==> src/rtl/fmdll_ratio_ctrl.sv <==
// Ratio configuration sequencer for the fractional multiplying DLL: accepts M/N
// requests, pulses the DLL reset, then qualifies lock from the synchronized Sel status.
module fmdll_ratio_ctrl #(
   parameter int unsigned RST_CYC     = 4,
   parameter int unsigned SETTLE_CYC  = 8,
   parameter int unsigned STABLE_CYC  = 16,
   parameter int unsigned TIMEOUT_CYC = 64,
   parameter int unsigned CW          = 16
) (
   input  logic       clk_ext,
   input  logic       rst_n,
   input  logic       req_valid,
   input  logic [1:0] req_M,
   input  logic [3:0] req_N,
   output logic       req_ready,
   input  logic [1:0] Sel_in,
   output logic [1:0] M,
   output logic [3:0] N,
   output logic       dll_rst_n,
   output logic       locked,
   output logic       fail,
   output logic       err
);

   typedef enum logic [2:0] {
      S_IDLE,
      S_HOLD,
      S_SETTLE,
      S_CHECK,
      S_LOCKED,
      S_FAIL
   } state_t;

   localparam logic [CW-1:0] RST_LIM    = CW'(RST_CYC);
   localparam logic [CW-1:0] SETTLE_LIM = CW'(SETTLE_CYC);
   localparam logic [CW-1:0] STABLE_LIM = CW'(STABLE_CYC);
   localparam logic [CW-1:0] TMO_LIM    = CW'(TIMEOUT_CYC);
   localparam logic [CW-1:0] ONE        = CW'(1);

   state_t        state_q, state_d;
   logic [1:0]    sel_m, sel_s, sel_q;
   logic [CW-1:0] cnt_q, cnt_d, stab_q, stab_d, tmo_q, tmo_d;
   logic [CW-1:0] cnt_inc, stab_inc, tmo_inc;
   logic [1:0]    m_d;
   logic [3:0]    n_d;
   logic          drst_d, locked_d, fail_d, err_d, ready_d;
   logic          accept, req_ok, sel_chg;

   assign accept  = req_valid && req_ready;
   assign req_ok  = (req_M != 2'b00) && (req_N != 4'b0000);
   assign sel_chg = (sel_s != sel_q);

   // Saturating increments so no counter can ever wrap back to a match value.
   assign cnt_inc  = (cnt_q  == '1) ? cnt_q  : cnt_q  + ONE;
   assign stab_inc = (stab_q == '1) ? stab_q : stab_q + ONE;
   assign tmo_inc  = (tmo_q  == '1) ? tmo_q  : tmo_q  + ONE;

   always_comb begin
      state_d  = state_q;
      m_d      = M;
      n_d      = N;
      drst_d   = dll_rst_n;
      locked_d = locked;
      fail_d   = fail;
      err_d    = 1'b0;
      cnt_d    = cnt_q;
      stab_d   = stab_q;
      tmo_d    = tmo_q;

      case (state_q)
         S_HOLD: begin
            if (cnt_inc == RST_LIM) begin
               state_d = S_SETTLE;
               drst_d  = 1'b1;
               cnt_d   = '0;
            end else begin
               cnt_d = cnt_inc;
            end
         end
         S_SETTLE: begin
            if (cnt_inc == SETTLE_LIM) begin
               state_d = S_CHECK;
               stab_d  = '0;
               tmo_d   = '0;
            end else begin
               cnt_d = cnt_inc;
            end
         end
         S_CHECK: begin
            tmo_d  = tmo_inc;
            stab_d = sel_chg ? '0 : stab_inc;
            // Lock is tested first so it wins a same-edge tie with the timeout.
            if (stab_d == STABLE_LIM) begin
               state_d  = S_LOCKED;
               locked_d = 1'b1;
            end else if (tmo_d == TMO_LIM) begin
               state_d = S_FAIL;
               fail_d  = 1'b1;
            end
         end
         S_LOCKED: begin
            if (sel_chg) begin
               state_d  = S_CHECK;
               locked_d = 1'b0;
               stab_d   = '0;
               tmo_d    = '0;
            end
         end
         default: ;
      endcase

      // Acceptance overrides the per-state update, including a Sel change in LOCKED.
      if (accept) begin
         if (req_ok) begin
            state_d  = S_HOLD;
            m_d      = req_M;
            n_d      = req_N;
            drst_d   = 1'b0;
            locked_d = 1'b0;
            fail_d   = 1'b0;
            cnt_d    = '0;
         end else begin
            err_d = 1'b1;
         end
      end

      ready_d = (state_d == S_IDLE) || (state_d == S_LOCKED) || (state_d == S_FAIL);
   end

   always_ff @(posedge clk_ext or negedge rst_n) begin
      if (!rst_n) begin
         state_q   <= S_IDLE;
         sel_m     <= '0;
         sel_s     <= '0;
         sel_q     <= '0;
         cnt_q     <= '0;
         stab_q    <= '0;
         tmo_q     <= '0;
         M         <= 2'b01;
         N         <= 4'b0001;
         dll_rst_n <= 1'b0;
         locked    <= 1'b0;
         fail      <= 1'b0;
         err       <= 1'b0;
         req_ready <= 1'b1;
      end else begin
         state_q   <= state_d;
         sel_m     <= Sel_in;
         sel_s     <= sel_m;
         sel_q     <= sel_s;
         cnt_q     <= cnt_d;
         stab_q    <= stab_d;
         tmo_q     <= tmo_d;
         M         <= m_d;
         N         <= n_d;
         dll_rst_n <= drst_d;
         locked    <= locked_d;
         fail      <= fail_d;
         err       <= err_d;
         req_ready <= ready_d;
      end
   end

endmodule
==> config.mk <==
export PLATFORM = sky130hd
export DESIGN_NAME = fmdll_ratio_ctrl
export DESIGN_NICKNAME = d
export VERILOG_FILES = /design/src/rtl/fmdll_ratio_ctrl.sv
export SDC_FILE = /design/constraint.sdc
export NUM_CORES = 1
export LEC_CHECK = 0
export ABC_AREA = 1
export CORE_MARGIN = 4
export CORE_UTILIZATION = 66
export CTS_BUF_LIST = sky130_fd_sc_hd__clkbuf_4 sky130_fd_sc_hd__clkbuf_8 sky130_fd_sc_hd__clkbuf_16
export CTS_CLUSTER_DIAMETER = 30
export DETAILED_ROUTE_END_ITERATION = 12
export PLACE_DENSITY = 0.92
export SETUP_SLACK_MARGIN = 0.4
export SYNTH_ARGS = -nofsm -noshare
export SYNTH_HDL_FRONTEND = slang
export SYNTH_SLANG_ARGS = --single-unit
==> constraint.sdc <==
create_clock -name clk_ext -period 4 [get_ports clk_ext]
set_input_delay 0.6 -clock clk_ext [delete_from_list [all_inputs] [get_ports clk_ext]]
set_output_delay 0.6 -clock clk_ext [all_outputs]
set_load 0.005 [all_outputs]
# Word level (Yosys, flattened, before mapping)
# Index checks and enable logic that the tools add are counted.
classes:
  add_sub_neg: 3
  eq_ne: 16
  muxes: 37
  n_reduce_logical: 10
ops:
  columns: ["op", "n"]
  rows:
  - ["16-bit two-way mux", 10]
  - ["16-bit one-hot mux with 3 select lines", 2]
  - ["16-bit by 1-bit adder with 16-bit output, second input constant", 3]
  - ["16-bit equality test, second input constant", 3]
  - ["16-bit one-hot mux with 2 select lines", 1]
  - ["3-bit two-way mux", 7]
  - ["16-bit by 3-bit equality test with 1-bit output, second input constant", 1]
  - ["16-bit by 4-bit equality test with 1-bit output, second input constant", 1]
  - ["16-bit by 5-bit equality test with 1-bit output, second input constant", 1]
  - ["16-bit by 7-bit equality test with 1-bit output, second input constant", 1]
  - ["1-bit two-way mux", 15]
  - ["3-bit one-hot mux with 4 select lines", 1]
  - ["3-bit equality test, second input constant", 3]
  - ["3-bit by 2-bit equality test with 1-bit output, second input constant", 2]
  - ["2-bit inequality test, second input constant", 2]
  - ["4-bit nonzero test", 1]
  - ["3-bit by 1-bit equality test with 1-bit output, second input constant", 1]
  - ["3-bit zero test", 1]
  - ["3-bit AND reduction", 1]
  - ["3-bit nonzero test", 1]
  - ["1-bit logical AND", 2]
  - ["1-bit logical OR", 2]
  - ["2-bit inequality test", 1]
  - ["1-bit one-hot mux with 2 select lines", 1]
  - ["other kinds (2)", 2]
totals:
  reg_bits: 68
  in_bits: 11
  elab_cells: 80

# Longest topological paths before layout
depth:
  depth_word: 11
  mapped_depth: 18
  mapped_depth_nobuf: 18

# Least setup slack after synthesis
# Ideal clock, no wire load.
synth_path:
  path_type: "flip-flop to flip-flop"
  from: "register cnt_q[1]"
  to: "register stab_q[3]"
  t_arrival_ps: 2021
  setup_slack_ps: 1845
  stages_incl_launch_ff: 18
  path_buffers: 2
  synth_period_minus_slack_ps: 2155
  path_cell_list: "dfrtp_1 ha_1 nand2_2 nor2_4 nand2_4 nor2_8 inv_2 buf_6 nand3_1 nor2_1 nand2_1 nor2_2 nand3_2 nand2_2 nand2_4 buf_6 nand2_1 o21ai_0"
synth_between:
  elab_chain_len: 5
  elab_cells_between_ends: 6
synth_rtl:
  columns: ["item", "line_no", "source"]
  rows:
  - ["start, declared", "42", "logic [CW-1:0] cnt_q, cnt_d, stab_q, stab_d, tmo_q, tmo_d;"]
  - ["start signal, assigned", "151", "cnt_q <= cnt_d;"]
  - ["16-bit by 1-bit adder with 16-bit output / 16-bit equality test (equally long branches)", "54", "assign cnt_inc = (cnt_q == '1) ? cnt_q : cnt_q + ONE;"]
  - ["16-bit two-way mux *", "54", null]
  - ["16-bit by 4-bit equality test with 1-bit output *", "81", "if (cnt_inc == SETTLE_LIM) begin"]
  - ["2-bit inequality test (no source line) *", null, null]
  - ["3-bit AND reduction (no source line) *", null, null]
  - ["end signal, assigned", "152", "stab_q <= stab_d;"]
  - ["end, declared", "42", null]
# Mark *: on every way between the ends. The rest lies on a longest branch, timed or not.
# A chain may end at the register's enable or synchronous reset.

# Worst setup path after layout
layout_path:
  from: "register stab_q[0]"
  to: "register req_ready"
layout_between:
  elab_chain_len: 11
  elab_cells_between_ends: 14
layout_rtl:
  columns: ["item", "line_no", "source"]
  rows:
  - ["16-bit by 1-bit adder with 16-bit output / 16-bit equality test (equally long branches)", "55", "assign stab_inc = (stab_q == '1) ? stab_q : stab_q + ONE;"]
  - ["16-bit two-way mux *", "55", null]
  - ["16-bit two-way mux *", "91", "stab_d = sel_chg ? '0 : stab_inc;"]
  - ["16-bit by 5-bit equality test with 1-bit output *", "93", "if (stab_d == STABLE_LIM) begin"]
  - ["3-bit two-way mux *", "93", null]
  - ["3-bit one-hot mux with 4 select lines *", "70", "case (state_q)"]
  - ["3-bit two-way mux", "114", "if (req_ok) begin"]
  - ["3-bit two-way mux *", "113", "if (accept) begin"]
  - ["3-bit equality test / 3-bit zero test (equally long branches)", "127", "ready_d = (state_d == S_IDLE) || (state_d == S_LOCKED) || (state_d == S_FAIL);"]
  - ["1-bit logical OR", "127", null]
  - ["1-bit logical OR *", "127", null]
  - ["via ready_d", "46", "logic drst_d, locked_d, fail_d, err_d, ready_d;"]
  - ["end signal, assigned", "160", "req_ready <= ready_d;"]
  - ["end, declared", "15", "output logic req_ready,"]
# The timed path passes the listed nets; every way through them passes the cells marked *.

==> impl_metrics.env <==
export IMPL_power_density_nw_per_um2=259
export IMPL_ys_types=36
export IMPL_ctsResizeCount=0
export IMPL_postCtsSetupBuffers=0
export IMPL_syn2layout_area_growth_pct=9.41
export IMPL_p_leak_nw=2.44
export IMPL_drv_slew=0
export IMPL_reg2reg_from="stab_q[0]"
export IMPL_grt_max_degree=47
export IMPL_critPathSlowestCell="dfrtp_1"
export IMPL_slew_limit_headroom_pct=30.6
export IMPL_yosys_warnings=0
export IMPL_grt_pass1_wl_um=18900
export IMPL_start_util_pct=69.8
export IMPL_tightest_slew_ps=1040
export IMPL_die_w_um=90.9
export IMPL_drv_cap=0
export IMPL_clk_pin_slew_worst_paths_ps=70
export IMPL_skew_ps=10.6
export IMPL_synthArstFlopShare_pct=100
export IMPL_drtAntennaViolNets=0
export IMPL_firstDrtPassIters=6
export IMPL_synthesis_nets=689
export IMPL_min_to="sel_s[1]"
export IMPL_netlist_area_leader_share_pct=35.9
export IMPL_hold_buffers=0
export IMPL_placedCellCount=761
export IMPL_seq_area_frac_synth_pct=37.6
export IMPL_vias=4531
export IMPL_wirelength_um=11200
export IMPL_seq_area_sq_um=1710
export IMPL_dp_hpwl_um=7930
export IMPL_cp_cell_sequence="ha_1 > nand2_1 > nor2_1 > nand2_1 > inv_1 > nand2_1 > inv_2 > o21ai_0 > nand3_1 > nor2_1 > nand4_1 > nand3_1 > nand2_1 > nand2_1 > nand2_1 > inv_1"
export IMPL_place_ws_ps=1270
export IMPL_worstHoldStart="sel_m[1]"
export IMPL_ir_drop_uv=288
export IMPL_cp_common_cell="nand2_1"
export IMPL_drt_iter0_drc=384
export IMPL_final_common_cell="nand2_1"
export IMPL_cpPeakStageDelay_ps=470
export IMPL_synth_cells=675
export IMPL_synth_edff_count=0
export IMPL_ys_seq_elements=68
export IMPL_drc_errors=0
export IMPL_worstHoldPathType="reg -> reg"
export IMPL_finalSetupTns_ps=0
export IMPL_multi_input_area_sq_um=2400
export IMPL_layout_common_cells="nand2_1 (195), inv_1 (85), nor2_1 (84)"
export IMPL_num_fill_cells=479
export IMPL_fin_nets=709
export IMPL_total_power_mw=1.28
export IMPL_numPortBuffers=21
export IMPL_timing_rr_end="req_ready"
export IMPL_hold_slack_ps=348
export IMPL_rsz0062_at_grt="false"
export IMPL_clock_path_buffers=2
export IMPL_core_area_sq_um=6490
export IMPL_gp_congestion=1.01
export IMPL_synth_largest_area_cell="dfrtp_1"
export IMPL_hold_viol=0
export IMPL_crit_path_start_kind="flip-flop"
export IMPL_cp_arrival_ps=3090
export IMPL_syn_area_sq_um=4530
export IMPL_critical_path_class="reg -> reg"
export IMPL_ios=22
export IMPL_grt_overflow=0
export IMPL_status="finished clean"
export IMPL_wire_per_inst_um=14.4
export IMPL_synth_area_leaders="dfrtp_1 (36%), nand2_1 (16%), inv_1 (7.0%), nor2_1 (7.0%), nand3_1 (6.3%)"
export IMPL_r2r_slack_ps=1190
export IMPL_setup_viol=0
export IMPL_fin_crit_ps=2810
export IMPL_fin_crit_sh_pct=70.2
export IMPL_clock_sinks=68
export IMPL_max_freq_mhz=356
export IMPL_vias_per_cell=5.84
export IMPL_rr_worst_depth=16
export IMPL_htree_levels=3
export IMPL_finalWorstSetupSlack_ps=1190
export IMPL_grt_pass1_vias=4086
export IMPL_dieArea_sq_um=8260
export IMPL_antenna_found_initial=0
export IMPL_antennaDiodeCount=0
export IMPL_critPathCaptureType="flip-flop"
export IMPL_insertion_delay_ps=340
export IMPL_rows=29
export IMPL_synth_avg_cell_area_sq_um=6.72
export IMPL_tritoncts="built"
export IMPL_clockRootBuffer="clkbuf_8"
export IMPL_path_max_fanout=12
export IMPL_stdcell_count=776
export IMPL_cts_made_buffers=9
export IMPL_yosys_most_used_dff="dfrtp_1"
export IMPL_hold_depth=0
export IMPL_cp_required_ps=4280
export IMPL_gr_usage_all_layers_pct=27.8
export IMPL_die_h_um=90.9
export IMPL_drive_above_1_share_pct=6.15
worst max-delay path, delay by kind of cell (launching register included):
kind,cells,cell delay [ps]
simple gates,11,1360
fa+ha+maj,1,260
flops,1,470
buf+inv,3,270
compound gates,1,380
metrics by stage:
step	area [sq um]	util (%)
floorplan	4530	-
global placement	4770	73.4
detailed placement	4770	73.4
CTS	4960	76.4
global route	4960	76.4
finish	4960	76.4
power breakdown:
| group | total (mW) | internal (mW) | switching [mW] |
|---|---|---|---|
| clock | 0.553 | 0.296 | 0.257 |
| sequential | 0.692 | 0.690 | 0.00137 |
| combinational | 0.0377 | 0.0124 | 0.0253 |
| total | 1.28 | 0.999 | 0.283 |
flip-flops by register name, summed over array words and instances (netlist names), 2 cells and up:
name and count:
M 2, N 4, cnt_q 16, sel_m 2
sel_q 2, sel_s 2, stab_q 16, state_q 3
tmo_q 16
Yosys cell counts (all sizes together) (7+ instances only):
cell type / n
nor3: 7
dfrtp: 65
a21oi: 22
inv: 87
clkbuf: 9
nor2: 92
o21ai: 60
nand4: 19
nand3: 59
xor2: 10
nand2: 200
layout make-up:
| cell class | count | share of cell area [%] |
|---|---|---|
| Clock buffer | 14 | 3.76 |
| Inverter | 89 | 6.74 |
| Clock inverter | 1 | 0.101 |
| Timing Repair Buffer | 24 | 4.59 |
| Multi-Input combinational cell | 503 | 48.5 |
| Tap cell | 77 | 1.94 |
| Sequential cell | 68 | 34.4 |
how the worst max path moves through the flow:
| stage | startpoint | to | cells past startpoint |
|---|---|---|---|
| after floorplan | cnt_q[1] | stab_q[3] | 17 |
| final | stab_q[0] | req_ready | 16 |
| after CTS | stab_q[0] | req_ready | 16 |
| after global routing | stab_q[0] | req_ready | 16 |
| after global placement | tmo_q[0] | req_ready | 15 |
| after detailed placement | stab_q[0] | req_ready | 16 |
cell families (layout without fill, tap and decap cells):
group           Yosys count  after routing  synth area share, %
compound gates          103            103                 12.8
xor+xnor                 16             16                 3.09
flops                    68             68                 37.6
fa+ha+maj                 3              3                0.828
buf+inv                 104            128                 9.33
simple gates            381            381                 36.4
metal layers:
layer / wire length (um) / up-vias / GRT usage [%]
li1: - / 2218 / -
met1: 4870 / 2082 / 38.9
met2: 5210 / 206 / 43.4
met3: 920 / 25 / 5.33
met4: 193 / 0 / 8.92
met5: 0 / - / 0
(Power assumes the default switching activity.)
